`config.mk`:
```
export PLATFORM = sky130hd
export DESIGN_NAME = slv_i2c_regmap
export DESIGN_NICKNAME = d
export VERILOG_FILES = /design/src/rtl/slv_i2c_regmap.sv
export SDC_FILE = /design/constraint.sdc
export NUM_CORES = 1
export LEC_CHECK = 0
export CORE_MARGIN = 2
export CORE_UTILIZATION = 32
export CTS_CLUSTER_DIAMETER = 200
export DETAILED_ROUTE_END_ITERATION = 8
export PLACE_DENSITY_LB_ADDON = 0.08
export SYNTH_ARGS = -nofsm -noshare
export SYNTH_HDL_FRONTEND = slang
export SYNTH_SLANG_ARGS = --single-unit
```
`constraint.sdc`:
```
create_clock -name CLK -period 4.2 [get_ports CLK]
set_input_delay 0.42 -clock CLK [delete_from_list [all_inputs] [get_ports CLK]]
set_output_delay 0.42 -clock CLK [all_outputs]
set_load 0.02 [all_outputs]
```
`src/rtl/slv_i2c_regmap.sv`:
```
// slv_i2c_regmap: register-map back end for the I2C slave.
// Decodes the slave address / RW / register-address / data stream coming from
// the slave FSM, answers each byte with an ACK/NACK decision, performs register
// writes with an auto-incrementing pointer and supplies bytes for master reads.
// Ports:
//   CLK, RST_n          clock, asynchronous active-low reset
//   I_ADDR_SLV, I_RW    decoded slave address and RW bit (1 = read)
//   I_ADDR_REG          register-address byte
//   I_DATA_RD           data byte written by the master
//   I_ACK_MSTR          master ACK after a read byte (1 = ACK)
//   I_BYTE_VLD          pulse: a byte has been received, fields stable
//   I_TX_REQ            pulse: a read byte finished, I_ACK_MSTR sampled
//   I_STOP              pulse: STOP or repeated START
//   O_ACK               ACK decision for the 9th bit (1 = ACK)
//   O_DATA_TX           byte to shift out on a read
//   O_WR_STB            one-cycle register write strobe
//   O_WR_ADDR/O_WR_DATA index and data of the current write
//   O_BUSY              transaction in progress
module slv_i2c_regmap #(
  parameter int unsigned          DATA_SZ  = 8,
  parameter logic [DATA_SZ-2:0]   SLV_ADDR = 7'h3C,
  parameter int unsigned          REG_NUM  = 16
) (
  input  logic               CLK,
  input  logic               RST_n,
  input  logic [DATA_SZ-2:0] I_ADDR_SLV,
  input  logic               I_RW,
  input  logic [DATA_SZ-1:0] I_ADDR_REG,
  input  logic [DATA_SZ-1:0] I_DATA_RD,
  input  logic               I_ACK_MSTR,
  input  logic               I_BYTE_VLD,
  input  logic               I_TX_REQ,
  input  logic               I_STOP,
  output logic               O_ACK,
  output logic [DATA_SZ-1:0] O_DATA_TX,
  output logic               O_WR_STB,
  output logic [DATA_SZ-1:0] O_WR_ADDR,
  output logic [DATA_SZ-1:0] O_WR_DATA,
  output logic               O_BUSY
);

  localparam int unsigned        IDX_W    = (REG_NUM > 1) ? $clog2(REG_NUM) : 1;
  localparam logic [DATA_SZ-1:0] LAST_IDX = DATA_SZ'(REG_NUM - 1);

  typedef enum logic [2:0] {
    ST_IDLE    = 3'd0,
    ST_REG_PTR = 3'd1,
    ST_WRITE   = 3'd2,
    ST_READ    = 3'd3,
    ST_IGNORE  = 3'd4
  } state_t;

  state_t               state_q, state_d;
  logic [DATA_SZ-1:0]   ptr_q, ptr_d;
  logic                 ack_q, ack_d;
  logic [DATA_SZ-1:0]   data_tx_q, data_tx_d;
  logic                 wr_stb_q, wr_stb_d;
  logic [DATA_SZ-1:0]   wr_addr_q, wr_addr_d;
  logic [DATA_SZ-1:0]   wr_data_q, wr_data_d;
  logic                 busy_q;
  logic [DATA_SZ-1:0]   mem_q [REG_NUM];
  logic                 mem_we_c;
  logic                 reg_in_range_c;
  logic [DATA_SZ-1:0]   ptr_nx_c;

  // Pointer increment with wrap at the last implemented register
  assign ptr_nx_c       = (ptr_q == LAST_IDX) ? '0 : ptr_q + 1'b1;
  assign reg_in_range_c = (32'(I_ADDR_REG) < REG_NUM);

  // Next-state and registered-output logic
  always_comb begin
    state_d   = state_q;
    ptr_d     = ptr_q;
    ack_d     = ack_q;
    data_tx_d = data_tx_q;
    wr_stb_d  = 1'b0;
    wr_addr_d = wr_addr_q;
    wr_data_d = wr_data_q;
    mem_we_c  = 1'b0;

    // STOP / repeated START wins over any coincident byte or TX request
    if (I_STOP) begin
      state_d = ST_IDLE;
      ack_d   = 1'b0;
    end else begin
      unique case (state_q)
        ST_IDLE: begin
          if (I_BYTE_VLD) begin
            if (I_ADDR_SLV == SLV_ADDR) begin
              ack_d = 1'b1;
              if (I_RW) begin
                state_d   = ST_READ;
                data_tx_d = mem_q[IDX_W'(ptr_q)];
              end else begin
                state_d = ST_REG_PTR;
              end
            end else begin
              ack_d   = 1'b0;
              state_d = ST_IGNORE;
            end
          end
        end
        ST_REG_PTR: begin
          if (I_BYTE_VLD) begin
            if (reg_in_range_c) begin
              ptr_d   = I_ADDR_REG;
              ack_d   = 1'b1;
              state_d = ST_WRITE;
            end else begin
              ack_d   = 1'b0;
              state_d = ST_IGNORE;
            end
          end
        end
        ST_WRITE: begin
          if (I_BYTE_VLD) begin
            mem_we_c  = 1'b1;
            wr_stb_d  = 1'b1;
            wr_addr_d = ptr_q;
            wr_data_d = I_DATA_RD;
            ack_d     = 1'b1;
            ptr_d     = ptr_nx_c;
          end
        end
        ST_READ: begin
          // The byte just sent is consumed whether the master ACKs or NACKs
          if (I_TX_REQ) begin
            ptr_d = ptr_nx_c;
            if (I_ACK_MSTR) begin
              data_tx_d = mem_q[IDX_W'(ptr_nx_c)];
            end else begin
              ack_d   = 1'b0;
              state_d = ST_IGNORE;
            end
          end
        end
        ST_IGNORE: begin
          ack_d = 1'b0;
        end
        default: begin
          state_d = ST_IDLE;
          ack_d   = 1'b0;
        end
      endcase
    end
  end

  // Control and output registers
  always_ff @(posedge CLK or negedge RST_n) begin
    if (!RST_n) begin
      state_q   <= ST_IDLE;
      ptr_q     <= '0;
      ack_q     <= 1'b0;
      data_tx_q <= '0;
      wr_stb_q  <= 1'b0;
      wr_addr_q <= '0;
      wr_data_q <= '0;
      busy_q    <= 1'b0;
    end else begin
      state_q   <= state_d;
      ptr_q     <= ptr_d;
      ack_q     <= ack_d;
      data_tx_q <= data_tx_d;
      wr_stb_q  <= wr_stb_d;
      wr_addr_q <= wr_addr_d;
      wr_data_q <= wr_data_d;
      busy_q    <= (state_d != ST_IDLE);
    end
  end

  // Register file
  always_ff @(posedge CLK or negedge RST_n) begin
    if (!RST_n) begin
      for (int unsigned i = 0; i < REG_NUM; i++) begin
        mem_q[i] <= '0;
      end
    end else if (mem_we_c) begin
      mem_q[IDX_W'(ptr_q)] <= I_DATA_RD;
    end
  end

  assign O_ACK     = ack_q;
  assign O_DATA_TX = data_tx_q;
  assign O_WR_STB  = wr_stb_q;
  assign O_WR_ADDR = wr_addr_q;
  assign O_WR_DATA = wr_data_q;
  assign O_BUSY    = busy_q;

endmodule

```
==> qor.yml, run 1 <==
ctsHtreeMaxLevel: 4
synth_top_family_by_area: "multiplexers"
dr.first_iter.drc_count: 339
ctsResizeCount: 0
cp_top_family: "simple AND/OR/NAND/NOR gates"
grt_max_degree: 109
synth-seq-area-share: 0.459
rsz0062_at_grt: "no"
whs_ps: 118
finalCritPeriodShare: 0.742
synth.avg_cell_area_sq_um: 12.7
reg2reg_from: "state_q[2]$_DFF_PN0_"
path_class: "reg -> reg"
skew_ps: 12.5
fill_cells: 2732
syn_nets: 744
rows: 61
peakVddDrop_v: 0.000254
yosys_warnings: 0
vias: 6172
first_global_vias: 6457
postRouteAntennaNets: 0
synth_fa_ha_area_frac: 0.00553
post_drt_wl_per_cell_um: 23.4
r2r-end: "mem_q[109]$_DFFE_PN0P_"
min_period_ps: 3120
syn_inst: 710
postCtsSetupBuffers: 0
clock_latency_ps: 430
synth-seq-cells: 166
synth-simple-area-share: 0.0788
placed_area_sq_um: 9970
worst_pin_slew_ps: 1080
stdcell_area_sq_um: 10600
path_cells: "nand2b_1 > or4b_4 > inv_1 > buf_4 > and3_1 > mux2_2"
nets: 780
grt_use_total: 0.186
fin_setup_tns_ps: 0
grt_pass1_wl_um: 40200
fmax_mhz: 321
synth_area_sq_um: 9050
cap_violations: 0
place.gp.congestion: 0.790
wirelength_um: 26600
start_util: 0.326
cp.required_ps: 4510
status: "finished clean"
setup_viol_count_final: 0
top_level_ports: 57
startpoint: "state_q[2]$_DFF_PN0_"
cp-end-kind: "flop"
root_buffer: "clkbuf_16"
p_leak_nw: 5.01
antennaDiodeCount: 0
antenna_found_initial: 0
ff2ff_path_depth: 6
area_delta_synth_final_pct: 16.7
synth_edf_count: 0
clk_pin_slew_ps: 70
cts_tree: "built"
clkSinkCount: 166
die_x_um: 172
dieHeight_um: 172
cts_buffers: 17
grt_overflow: 0
hold_viol: 0
cp.arrival_ps: 3430
port_buffers: 56
dieArea_sq_um: 29600
synth_compound_area_frac: 0.0697
maxSlewHeadroom: 0.281
muxShareOfSynthArea: 0.357
coreArea_sq_um: 27800
post_route_cells_drive_above_1_share: 0.325
ys_types: 62
setup.worst_path.start_class: "flop"
slew_viol_final: 0
cts.path.max_buffers: 2
synth_top_flop_cell: "dfrtp_1"
drtPass1Iterations: 4
cp_max_fo: 22
crit_buf_inv: 2
hpwl_um: 17700
r2r_slack_ps: 1080
holdBufCountCts: 0
cpMaxStageDelayCell: "or4b_4"
cp_slowest_stage_delay_ps: 790
powerDensity_nw_per_um2: 324
min_path_type: "in -> async"
viasPerCell: 5.43
synthArstFlopShare: 1.00
synth_xor_xnor_area_share: 0.00194
drc_errors: 0
-- Yosys cell counts (4+ instances only) --
master     number  area, sq um
nand3_1         7         35.0
mux4_1          4          105
a21oi_1        10         50.1
buf_2          13         65.1
o2111ai_1       8         70.1
ha_1            4         50.1
mux2_2        146         1640
dfrtp_1       166         4150
mux4_2         33          743
buf_1           4         15.0
a22oi_1         7         52.6
and3_1          5         31.3
clkbuf_1       29          109
nor2b_1         7         43.8
mux2i_1        73          731
nand2_1        71          267
inv_1           5         18.8
o2bb2a_1        5         50.1
o21ai_0        17         85.1
nand2_2         8         50.1
a31oi_1        13         81.3
nor2_1         13         48.8
-- layer usage --
| layer | GRT usage | up-vias | routed length (um) |
|---|---|---|---|
| li1 | - | 2737 | - |
| met1 | 0.251 | 3292 | 12300 |
| met2 | 0.314 | 124 | 13000 |
| met3 | 0.0336 | 19 | 886 |
| met4 | 0.0424 | 0 | 295 |
| met5 | 0 | - | 0 |
-- logic make-up after synthesis --
group | count (synthesis)
and+or+nand+nor | 139
muxes | 257
buffers and inverters | 56
adders and majority gates | 4
xor gates and xnor gates | 2
AOI/OAI and AO/OA | 86
DFF | 166
-- stage by stage --
step,instances,total power [W],utilization,setup slack [ps]
floorplan,710,0.00171,-,1180
global placement,1105,0.00181,0.359,1100
detailed placement,1105,0.00181,0.359,987
CTS,1136,0.00345,0.380,1090
global route,1136,0.00353,0.380,804
finish,1136,0.00342,0.380,1080
-- cell type report --
class,count,area [sq um],area share
timing repair buffer,68,664,0.0629
clock buffer,20,447,0.0423
inverter,5,18.8,0.00178
sequential,166,4160,0.393
clock inverter,11,149,0.0141
tap,378,473,0.0448
multi-input combinational,488,4660,0.441
-- cell usage in the layout (no fill, tap or decap), types with 5 or more instances in the layout --
| cell type | count |
|---|---|
| clkdlybuf4s50_1 | 55 |
| mux4_2 | 33 |
| nand3_1 | 7 |
| nor2b_1 | 7 |
| mux2_2 | 146 |
| o2bb2a_1 | 5 |
| and3_1 | 5 |
| nand2_1 | 71 |
| inv_1 | 5 |
| a22oi_1 | 7 |
| a21oi_1 | 10 |
| o21ai_0 | 17 |
| o2111ai_1 | 8 |
| a31oi_1 | 13 |
| nand2_2 | 8 |
| nor2_1 | 13 |
| clkbuf_16 | 17 |
| buf_4 | 11 |
| dfrtp_1 | 165 |
| mux2i_1 | 73 |
-- sequential cells by signal, summed over array words and instances (netlist names) --
name,count
mem_q,128
O_WR_STB,1
O_ACK,1
ptr_q,8
O_DATA_TX,8
state_q,3
O_WR_ADDR,8
O_BUSY,1
O_WR_DATA,8
-- worst max path at each step --
stage                                     endpoint  slack [ps]  cells past startpoint
after floorplan           O_DATA_TX[2]$_DFFE_PN0P_        1180                     12
after global placement      mem_q[108]$_DFFE_PN0P_        1100                      6
after detailed placement    mem_q[109]$_DFFE_PN0P_         990                      6
after CTS                   mem_q[109]$_DFFE_PN0P_        1090                      6
after global routing      O_DATA_TX[5]$_DFFE_PN0P_         800                      7
final                       mem_q[109]$_DFFE_PN0P_        1080                      6
-- where the power goes --
group | internal [W] | switching (W) | total, W
Combinational | 0.0000601 | 0.000100 | 0.000160
Clock | 0.000952 | 0.000688 | 0.00164
Sequential | 0.00161 | 0.00000960 | 0.00162
Total | 0.00262 | 0.000798 | 0.00342
(Power assumes the default switching activity.)
==> run 2: changes to the inputs <==
clock period = 2.7 ns   (was 4.2 ns; I/O delays follow)
==> run 2 against run 1 <==
Against the previous run:
- sequential share of layout area fell by 1.1 points
- cell area rose by 2.9%
- register-to-register slack got worse by 910 ps
- final cell count rose by 3.4%
- combinational power rose by 68%
- largest power group is now sequential cells
- power rose by 52%
- highest routed layer unchanged
- global-route usage fell by 0.090 points
- first-iteration DRC count rose by 3.2%
- maximum frequency rose by 23%
==> qor.yml, run 2 (synthesis gave the netlist of run 1 again) <==
status: "finished clean"
cts_tree: "built"
rsz0062_at_grt: "no"
postCtsSetupBuffers: 0  # unchanged
die_x_um: 172  # unchanged
antenna_found_initial: 0  # unchanged
cts.path.max_buffers: 2  # unchanged
root_buffer: "clkbuf_16"
drtPass1Iterations: 4  # unchanged
nets: 819  # +5.0%
viasPerCell: 5.32  # -2.2%
port_buffers: 56  # unchanged
whs_ps: 374  # +256 ps
wirelength_um: 26300  # -0.98%
setup_viol_count_final: 0  # unchanged
grt_overflow: 0  # unchanged
cp.required_ps: 2990  # -1520 ps
path_class: "reg -> reg"
setup.worst_path.start_class: "flop"
cap_violations: 0  # unchanged
place.gp.congestion: 0.800  # +1.2%
clkSinkCount: 166  # unchanged
fmax_mhz: 396  # +23%
top_level_ports: 57  # unchanged
post_route_cells_drive_above_1_share: 0.356  # +0.0318
fill_cells: 2664  # -2.5%
first_global_vias: 6679  # +3.4%
postRouteAntennaNets: 0  # unchanged
peakVddDrop_v: 0.000376  # +48%
finalCritPeriodShare: 0.936  # +0.194
skew_ps: 10.4  # -2.04 ps
cp-end-kind: "flop"
vias: 6246  # +1.2%
regMostFlops: "mem_q"
area_delta_synth_final_pct: 20.0
post_drt_wl_per_cell_um: 22.4  # -4.3%
min_period_ps: 2530  # -589 ps
drc_errors: 0  # unchanged
grt_max_degree: 70  # -36%
ff2ff_path_depth: 9  # +3
clk_pin_slew_ps: 70  # about the same
grt_use_total: 0.185  # -0.000904
fin_setup_tns_ps: 0  # unchanged
dieArea_sq_um: 29600  # unchanged
cp_max_fo: 11  # -50%
slew_viol_final: 0  # unchanged
layout_common_cells: "dfrtp_1 (165), mux2_2 (146), mux2i_1 (72)"
grt_pass1_wl_um: 40400  # +0.46%
cp.arrival_ps: 2820  # -610 ps
antennaDiodeCount: 0  # unchanged
hpwl_um: 18800  # +6.1%
dr.first_iter.drc_count: 350  # +3.2%
r2r_slack_ps: 170  # -910 ps
maxSlewHeadroom: 0.435  # +0.154
hold_viol: 0  # unchanged
min_path_type: "in -> async"
ctsHtreeMaxLevel: 4  # unchanged
largest_reg_flops: 128  # unchanged
worst_pin_slew_ps: 844  # -234 ps
p_leak_nw: 5.18  # +3.5%
start_util: 0.326  # unchanged
coreArea_sq_um: 27800  # unchanged
powerDensity_nw_per_um2: 478  # +48%
cts_buffers: 17  # unchanged
final_common_cell: "dfrtp_1"
clock_latency_ps: 420  # about the same
dieHeight_um: 172  # unchanged
rows: 61  # unchanged
run 2: timing repair:
| item | 4_1_cts | 5_1_grt |
|---|---|---|
| endpoints found under the hold margin | 47 | 0 |
| hold buffers | 1 | 0 |
| gates resized for setup | 0 | 1 |
| setup endpoints to repair | 0 | 1 |
run 2: power breakdown:
part	switching, W	internal [W]
clock	0.00102	0.00139
combinational	0.000165	0.000104
sequential	0.00000982	0.00250
total	0.00120	0.00400
run 2: path summary, 6_finish.rpt:
path / from / end
max: ptr_q[0]$_DFFE_PN0P_ / O_DATA_TX[3]$_DFFE_PN0P_
min: RST_n / O_BUSY$_DFF_PN0_
max reg2reg: ptr_q[0]$_DFFE_PN0P_ / O_DATA_TX[3]$_DFFE_PN0P_
min reg2reg: O_WR_DATA[7]$_DFFE_PN0P_ / O_WR_DATA[7]$_DFFE_PN0P_
max in group asynchronous: RST_n / mem_q[117]$_DFFE_PN0P_
min in group CLK: O_WR_DATA[7]$_DFFE_PN0P_ / O_WR_DATA[7]$_DFFE_PN0P_
run 2: per-stage QoR:
| step | total power [W] | setup slack [ps] | cells | area [sq um] | utilization |
|---|---|---|---|---|---|
| after floorplan | 0.00265 | 38.2 | 710 | 9070 | - |
| after global placement | 0.00283 | 119 | 1143 | 10300 | 0.370 |
| after detailed placement | 0.00283 | 94.0 | 1143 | 10300 | 0.370 |
| after CTS | 0.00527 | 147 | 1175 | 10900 | 0.391 |
| after global routing | 0.00539 | 56.1 | 1175 | 10900 | 0.391 |
| final | 0.00519 | 172 | 1175 | 10900 | 0.391 |
run 2: layout make-up:
type,instances,area [sq um],area share
multi-input cells,488,4660,0.429
flip-flops and latches,166,4160,0.382
repair buffers,107,985,0.0906
well taps,378,473,0.0435
clock buffers,21,450,0.0415
clock inverters,10,123,0.0113
inverters,5,18.8,0.00173
run 2: worst max-delay path, cell delays in order, from the launching register on:
cell and delay [ps]:
dfrtp_1 420, ha_1 220, buf_4 220, nand3_1 210, o21ai_1 190, buf_4 150, buf_4 220, mux4_2 550
nand2_1 120, a31oi_1 100
run 2: metal layers:
layer,global-route usage,routed length (um),up-vias
met4,0.0559,488,0
met5,0,0,-
li1,-,-,2821
met3,0.0346,1040,28
met1,0.242,11800,3272
met2,0.313,13000,125
